**src/rtl/fe_fifo_decoder.sv**
```systemverilog
// fe_fifo_decoder: pops a FWFT capture FIFO, rebuilds absolute time and USB packet framing, emits DATA/STAT events
// Ports:
//   fe_clk, reset_i, I_clear          clock, sync active-high reset, sync soft clear
//   I_fifo_*                           FWFT FIFO head entry (empty, command, time, data, status)
//   O_fifo_rd                          pop strobe (combinational)
//   O_ev_* / I_ev_ready                decoded event stream (valid/ready)
//   O_pkt_count, O_time_sat            completed packets, sticky accumulator saturation
// Command encoding: 0 DATA, 1 STAT, 2 TIME, 3 invalid. RXACTIVE is status bit 0.
module fe_fifo_decoder #(
  parameter int pTIMESTAMP_FULL_WIDTH = 16,
  parameter int pABS_TIME_WIDTH = 32,
  parameter int pIDX_WIDTH = 11,
  parameter int pPKT_CNT_WIDTH = 16
) (
  input  logic fe_clk,
  input  logic reset_i,
  input  logic I_clear,
  input  logic I_fifo_empty,
  input  logic [1:0] I_fifo_command,
  input  logic [pTIMESTAMP_FULL_WIDTH-1:0] I_fifo_time,
  input  logic [7:0] I_fifo_data,
  input  logic [4:0] I_fifo_status,
  output logic O_fifo_rd,
  output logic O_ev_valid,
  input  logic I_ev_ready,
  output logic [pABS_TIME_WIDTH-1:0] O_ev_time,
  output logic [7:0] O_ev_data,
  output logic [4:0] O_ev_status,
  output logic O_ev_is_data,
  output logic O_ev_pkt_start,
  output logic O_ev_pkt_end,
  output logic O_ev_orphan,
  output logic [pIDX_WIDTH-1:0] O_ev_index,
  output logic [pPKT_CNT_WIDTH-1:0] O_pkt_count,
  output logic O_time_sat
);
  localparam logic [1:0] pCMD_DATA = 2'd0;
  localparam logic [1:0] pCMD_STAT = 2'd1;
  localparam logic [1:0] pCMD_TIME = 2'd2;
  localparam int pRX_BIT = 0;
  typedef enum logic {pS_NOPKT, pS_INPKT} state_t;
  state_t state, state_n;
  logic [pABS_TIME_WIDTH-1:0] acc, acc_n;
  logic [pABS_TIME_WIDTH:0] sum;
  logic [pIDX_WIDTH-1:0] idx, idx_n;
  logic [pPKT_CNT_WIDTH-1:0] cnt_n;
  logic sat_n, last_rx, last_rx_n, is_data, is_stat, is_time, rx, in_pkt, rise, fall, load;
  assign O_fifo_rd = !reset_i && !I_clear && !I_fifo_empty && (!O_ev_valid || I_ev_ready);
  always_comb begin
    is_data = I_fifo_command == pCMD_DATA;
    is_stat = I_fifo_command == pCMD_STAT;
    is_time = I_fifo_command == pCMD_TIME;
    rx = I_fifo_status[pRX_BIT];
    in_pkt = state == pS_INPKT;
    rise = is_stat && !in_pkt && !last_rx && rx;
    fall = is_stat && in_pkt && last_rx && !rx;
    load = O_fifo_rd && (is_data || is_stat);
    // one extra carry bit detects overflow; the result clamps to all-ones
    sum = {1'b0, acc} + (pABS_TIME_WIDTH+1)'(I_fifo_time);
    acc_n = acc;
    sat_n = O_time_sat;
    state_n = state;
    last_rx_n = last_rx;
    idx_n = idx;
    cnt_n = O_pkt_count;
    if (O_fifo_rd && (is_data || is_stat || is_time)) begin
      acc_n = sum[pABS_TIME_WIDTH] ? '1 : sum[pABS_TIME_WIDTH-1:0];
      sat_n = O_time_sat | sum[pABS_TIME_WIDTH];
    end
    if (O_fifo_rd && is_stat) begin
      last_rx_n = rx;
      state_n = rise ? pS_INPKT : fall ? pS_NOPKT : state;
      idx_n = rise ? '0 : idx;
      cnt_n = fall ? O_pkt_count + 1'b1 : O_pkt_count;
    end
    if (O_fifo_rd && is_data && in_pkt) idx_n = &idx ? idx : idx + 1'b1;
  end
  always_ff @(posedge fe_clk) begin
    if (reset_i || I_clear) begin
      state <= pS_NOPKT;
      acc <= '0;
      last_rx <= 1'b0;
      idx <= '0;
      O_pkt_count <= '0;
      O_time_sat <= 1'b0;
      O_ev_valid <= 1'b0;
      O_ev_time <= '0;
      O_ev_data <= '0;
      O_ev_status <= '0;
      O_ev_is_data <= 1'b0;
      O_ev_pkt_start <= 1'b0;
      O_ev_pkt_end <= 1'b0;
      O_ev_orphan <= 1'b0;
      O_ev_index <= '0;
    end else begin
      state <= state_n;
      acc <= acc_n;
      last_rx <= last_rx_n;
      idx <= idx_n;
      O_pkt_count <= cnt_n;
      O_time_sat <= sat_n;
      if (load) begin
        O_ev_valid <= 1'b1;
        O_ev_time <= acc_n;
        O_ev_data <= is_data ? I_fifo_data : 8'd0;
        O_ev_status <= I_fifo_status;
        O_ev_is_data <= is_data;
        O_ev_pkt_start <= rise;
        O_ev_pkt_end <= fall;
        O_ev_orphan <= is_data && !in_pkt;
        O_ev_index <= (is_data && in_pkt) ? idx : '0;
      end else if (I_ev_ready) O_ev_valid <= 1'b0;
    end
  end
endmodule

```
**config.mk**
```make
export PLATFORM = sky130hd
export DESIGN_NAME = fe_fifo_decoder
export DESIGN_NICKNAME = d
export VERILOG_FILES = /design/src/rtl/fe_fifo_decoder.sv
export SDC_FILE = /design/constraint.sdc
export NUM_CORES = 1
export LEC_CHECK = 0
export CELL_PAD_IN_SITES_DETAIL_PLACEMENT = 1
export CELL_PAD_IN_SITES_GLOBAL_PLACEMENT = 1
export CORE_MARGIN = 2
export CORE_UTILIZATION = 41
export DETAILED_ROUTE_END_ITERATION = 7
export PLACE_DENSITY = 0.87
export REMOVE_ABC_BUFFERS = 1
export SLEW_MARGIN = 20
export SYNTH_ARGS = -nofsm -noshare
export SYNTH_HDL_FRONTEND = slang
export SYNTH_SLANG_ARGS = --single-unit
```
**constraint.sdc**
```tcl
create_clock -name fe_clk -period 5.4 [get_ports fe_clk]
set_clock_uncertainty 0.1 [all_clocks]
set_input_delay 0.54 -clock fe_clk [delete_from_list [all_inputs] [get_ports fe_clk]]
set_output_delay 0.54 -clock fe_clk [all_outputs]
set_load 0.005 [all_outputs]
```
==> impl_metrics.ini <==
[route]
routed-wl-met3_um = 761
drtIter0Drc = 311
route.met2.wl_mm = 9.07
route.final.wire_length_mm = 17.6
drt-met1-wl_mm = 7.51
vias_per_cell = 5.63
final_antenna_net_count = 0
via_count = 5481
drt_pre_antenna_iters = 7
top_layer_used_by_detailed_routing = met4
drc = 0
detail_route.wl_per_cell_um = 18.1

[pwr]
power.density_nw_per_um2 = 293
intPower_w = 0.00172
p_leak_nw = 2.57
clock_power_share_pct = 52.2
pwr-share-comb_pct = 6.2
vdd_ir_drop_max_v = 0.000219
power.share.switching_pct = 21.9
power_frac_seq_pct = 41.7
switching_power_w = 0.000482

[global_route]
grt.total_usage_pct = 24.4
grt_max_degree = 47
gr-total-overflow = 0
grt_pass1_vias = 5671
grt_first_pass_wirelength_mm = 28.4
number_of_antenna_violations_at_the_first_check_in_global_routing = 0

[clock_network]
postCtsSetupBuffers = 0
tritoncts_num_sinks = 123
clock_latency_ns = 0.41
clock_tree.root_cell = sky130_fd_sc_hd__clkbuf_16
cts.hold.buffers_added = 0
cts_max_path_buffers = 2
tritoncts = yes
cts_resized = 0
numCtsBuffers = 17
cts_max_level = 4
clkSlewWorstSetupHoldPaths_ns = 0.05

[timing]
worst-slew-pin-transition_ns = 0.980
worst_hold_slack_ns = 0.353
totalNegativeSetupSlack_ns = 0
finalSetupViolCount = 0
period_share_pct = 69.8
final_critical_path_setup_slack_ns = 1.63
max-slew-margin-rel_pct = 34.5
final.min_clock_period_ns = 3.77
hold_viol = 0
max_clock_freq_ghz = 0.265
report.final.slew_viol_count = 0
rsz0062_at_grt = no

[synth]
postSynthRegisterBits = 123
synth_area_per_cell_um2 = 8.26
synthesis.yosys.warnings = 0
most_frequently_used_flop_master_after_synthesis = sky130_fd_sc_hd__dfxtp_1
synth_top_cell_area_share_pct = 43.6
post_synth_num_cell_types = 48
ys_async_sr_fraction_pct = 0
synth_area_um2 = 5640
count_of_flip_flops_with_a_built_in_enable_after_synthesis = 0
synth_area_leaders = sky130_fd_sc_hd__dfxtp_1, sky130_fd_sc_hd__a21oi_1, sky130_fd_sc_hd__nor2_1
postSynthCellCount = 683
ys_top_cells_by_count = sky130_fd_sc_hd__dfxtp_1, sky130_fd_sc_hd__nor2_1, sky130_fd_sc_hd__a21oi_1
netlist.top_cell.by_area = sky130_fd_sc_hd__dfxtp_1
seq_area_frac_synth_pct = 43.6
yosysMostFrequentCell = sky130_fd_sc_hd__dfxtp_1

[critical_path]
rr_worst_depth = 8
worst_ep_required_time_ns = 5.55
r2r_end = O_ev_time[19]
worst_setup_path_startpoint = I_fifo_time[0]
path_class = primary input to register
critical_path.max_fanout = 16
worst_ep_arrival_time_ns = 3.92
end_kind = register
r2r-start = acc[0]
startpoint_type = primary input
timing.critical_path.to = O_ev_time[19]
rrSetupSlack_ns = 1.89

[cells_and_area]
final-instance-count-excl-fill = 974
drive_gt1_share_pct = 5.51
multi_input_comb_area_um2 = 3030
design.final.nets = 841
fillers = 1580
finish.instance_area_um2 = 7520
n_antenna_cell = 0
sequential_cell_area_um2 = 2460
area_growth_pct = 33.3

[place]
dp.cells = 943
io_buffers = 114
place_congestion = 0.928
dp.final_hpwl_mm = 12.1
placed_area_um2 = 6910
dpl_worst_slack_ns = 1.23

[die]
rows = 42
boundaryPins = 115
core-area_um2 = 13300
initial_cell_density_of_the_core_pct = 42.3
fp.dieArea_um2 = 14700
die-height_um = 121
die-width_um = 121

[status]
status = finished, final reports clean

[flow_run]
max_cap_violations = 0

[min_path]
hp-class = register to register
-- worst min path at each step --
stage                              from             to  slack [ns]  cells after the start
after floorplan                  in_pkt         in_pkt        0.34                      2
after global placement     O_ev_data[7]   O_ev_data[7]        0.34                      2
after detailed placement   O_ev_data[7]   O_ev_data[7]        0.35                      2
after CTS                 O_ev_index[4]  O_ev_index[4]        0.36                      2
after global routing       O_ev_data[3]   O_ev_data[3]        0.37                      2
final                     O_ev_index[4]  O_ev_index[4]        0.35                      2
-- power groups by stage --
stage / registers, W / logic [W] / clock network, W
after floorplan: 0.000937 / 0.0000685 / 0
after detailed placement: 0.000938 / 0.000133 / 0
after global routing: 0.000919 / 0.000147 / 0.00121
after global placement: 0.000937 / 0.000129 / 0
after CTS: 0.000918 / 0.000135 / 0.00117
final: 0.000918 / 0.000136 / 0.00115
-- critical path, cell delays in order --
cell and delay, ns:
sky130_fd_sc_hd__clkdlybuf4s50_1 0.41, sky130_fd_sc_hd__ha_1 0.24, sky130_fd_sc_hd__fa_1 0.44, sky130_fd_sc_hd__a211oi_1 0.34, sky130_fd_sc_hd__o211ai_1 0.18, sky130_fd_sc_hd__a21boi_1 0.48, sky130_fd_sc_hd__a211oi_4 0.27, sky130_fd_sc_hd__nor2_1 0.81
sky130_fd_sc_hd__a21oi_1 0.19
-- state kept, by name, indices dropped and copies added, names as in the netlist --
| register | flops |
|---|---|
| O_ev_time | 32 |
| acc | 32 |
| O_pkt_count | 16 |
| O_ev_index | 11 |
| idx | 11 |
| O_ev_data | 8 |
| O_ev_status | 5 |
| O_ev_is_data | 1 |
| O_ev_orphan | 1 |
| O_ev_pkt_end | 1 |
| O_ev_pkt_start | 1 |
| O_ev_valid | 1 |
| O_time_sat | 1 |
| in_pkt | 1 |
| last_rx | 1 |
-- through the flow --
stage          utilization, %  power, W
6_report                 56.4   0.00220
5_1_grt                  56.4   0.00227
4_1_cts                  56.3   0.00222
3_5_place_dp             51.8   0.00107
3_3_place_gp             51.8   0.00107
2_1_floorplan               -   0.00101
-- area by class of cell --
cell class | instances | share of cell area (%)
clock buffers | 26 | 6.90
clock inverters | 5 | 1.08
inverters | 7 | 0.349
multi-input cells | 518 | 40.3
flip-flops and latches | 123 | 32.7
well taps | 176 | 2.93
repair buffers | 119 | 15.7
-- layout by cell type, fill, tap and decap left out, types with 2 or more instances in the layout --
master                            instances
sky130_fd_sc_hd__nor2_1                  88
sky130_fd_sc_hd__or3_1                    9
sky130_fd_sc_hd__clkbuf_8                 6
sky130_fd_sc_hd__o21ai_0                 50
sky130_fd_sc_hd__mux2i_1                  4
sky130_fd_sc_hd__or2_2                    3
sky130_fd_sc_hd__a21o_1                   3
sky130_fd_sc_hd__clkdlybuf4s50_1        114
sky130_fd_sc_hd__a21oi_1                 84
sky130_fd_sc_hd__and4_1                   4
sky130_fd_sc_hd__a211oi_1                27
sky130_fd_sc_hd__xnor2_1                 18
sky130_fd_sc_hd__bufinv_16                2
sky130_fd_sc_hd__xor2_1                  26
sky130_fd_sc_hd__ha_1                    18
sky130_fd_sc_hd__and2_1                   4
sky130_fd_sc_hd__clkbuf_16               17
sky130_fd_sc_hd__nor4_1                   5
sky130_fd_sc_hd__and3_1                   7
sky130_fd_sc_hd__a31oi_1                  3
sky130_fd_sc_hd__buf_4                    5
sky130_fd_sc_hd__nand4_1                 17
sky130_fd_sc_hd__nor3_1                   6
sky130_fd_sc_hd__nand2_1                 69
sky130_fd_sc_hd__o211ai_1                 8
sky130_fd_sc_hd__inv_1                    6
sky130_fd_sc_hd__dfxtp_1                123
sky130_fd_sc_hd__a21boi_0                 2
sky130_fd_sc_hd__o22ai_1                  3
sky130_fd_sc_hd__clkbuf_1                 3
sky130_fd_sc_hd__nand3_1                 34
sky130_fd_sc_hd__nand2b_1                 3
sky130_fd_sc_hd__o21a_1                   3
-- routing by layer --
| layer | global-route usage [%] | up-vias |
|---|---|---|
| met1 | 28.5 | 2692 |
| met3 | 5.64 | 26 |
| li1 | - | 2644 |
| met4 | 8.98 | 0 |
| met2 | 43.3 | 119 |
| met5 | 0 | - |
-- cell families after synthesis --
| group | after synthesis | synth area share, % |
|---|---|---|
| fa+ha+maj | 19 | 4.35 |
| xor+xnor | 44 | 6.83 |
| buf+inv | 42 | 2.86 |
| compound gates | 190 | 19.7 |
| flops | 123 | 43.6 |
| mux | 4 | 0.709 |
| simple gates | 261 | 22.0 |
Power figures use the tool's default switching activity.
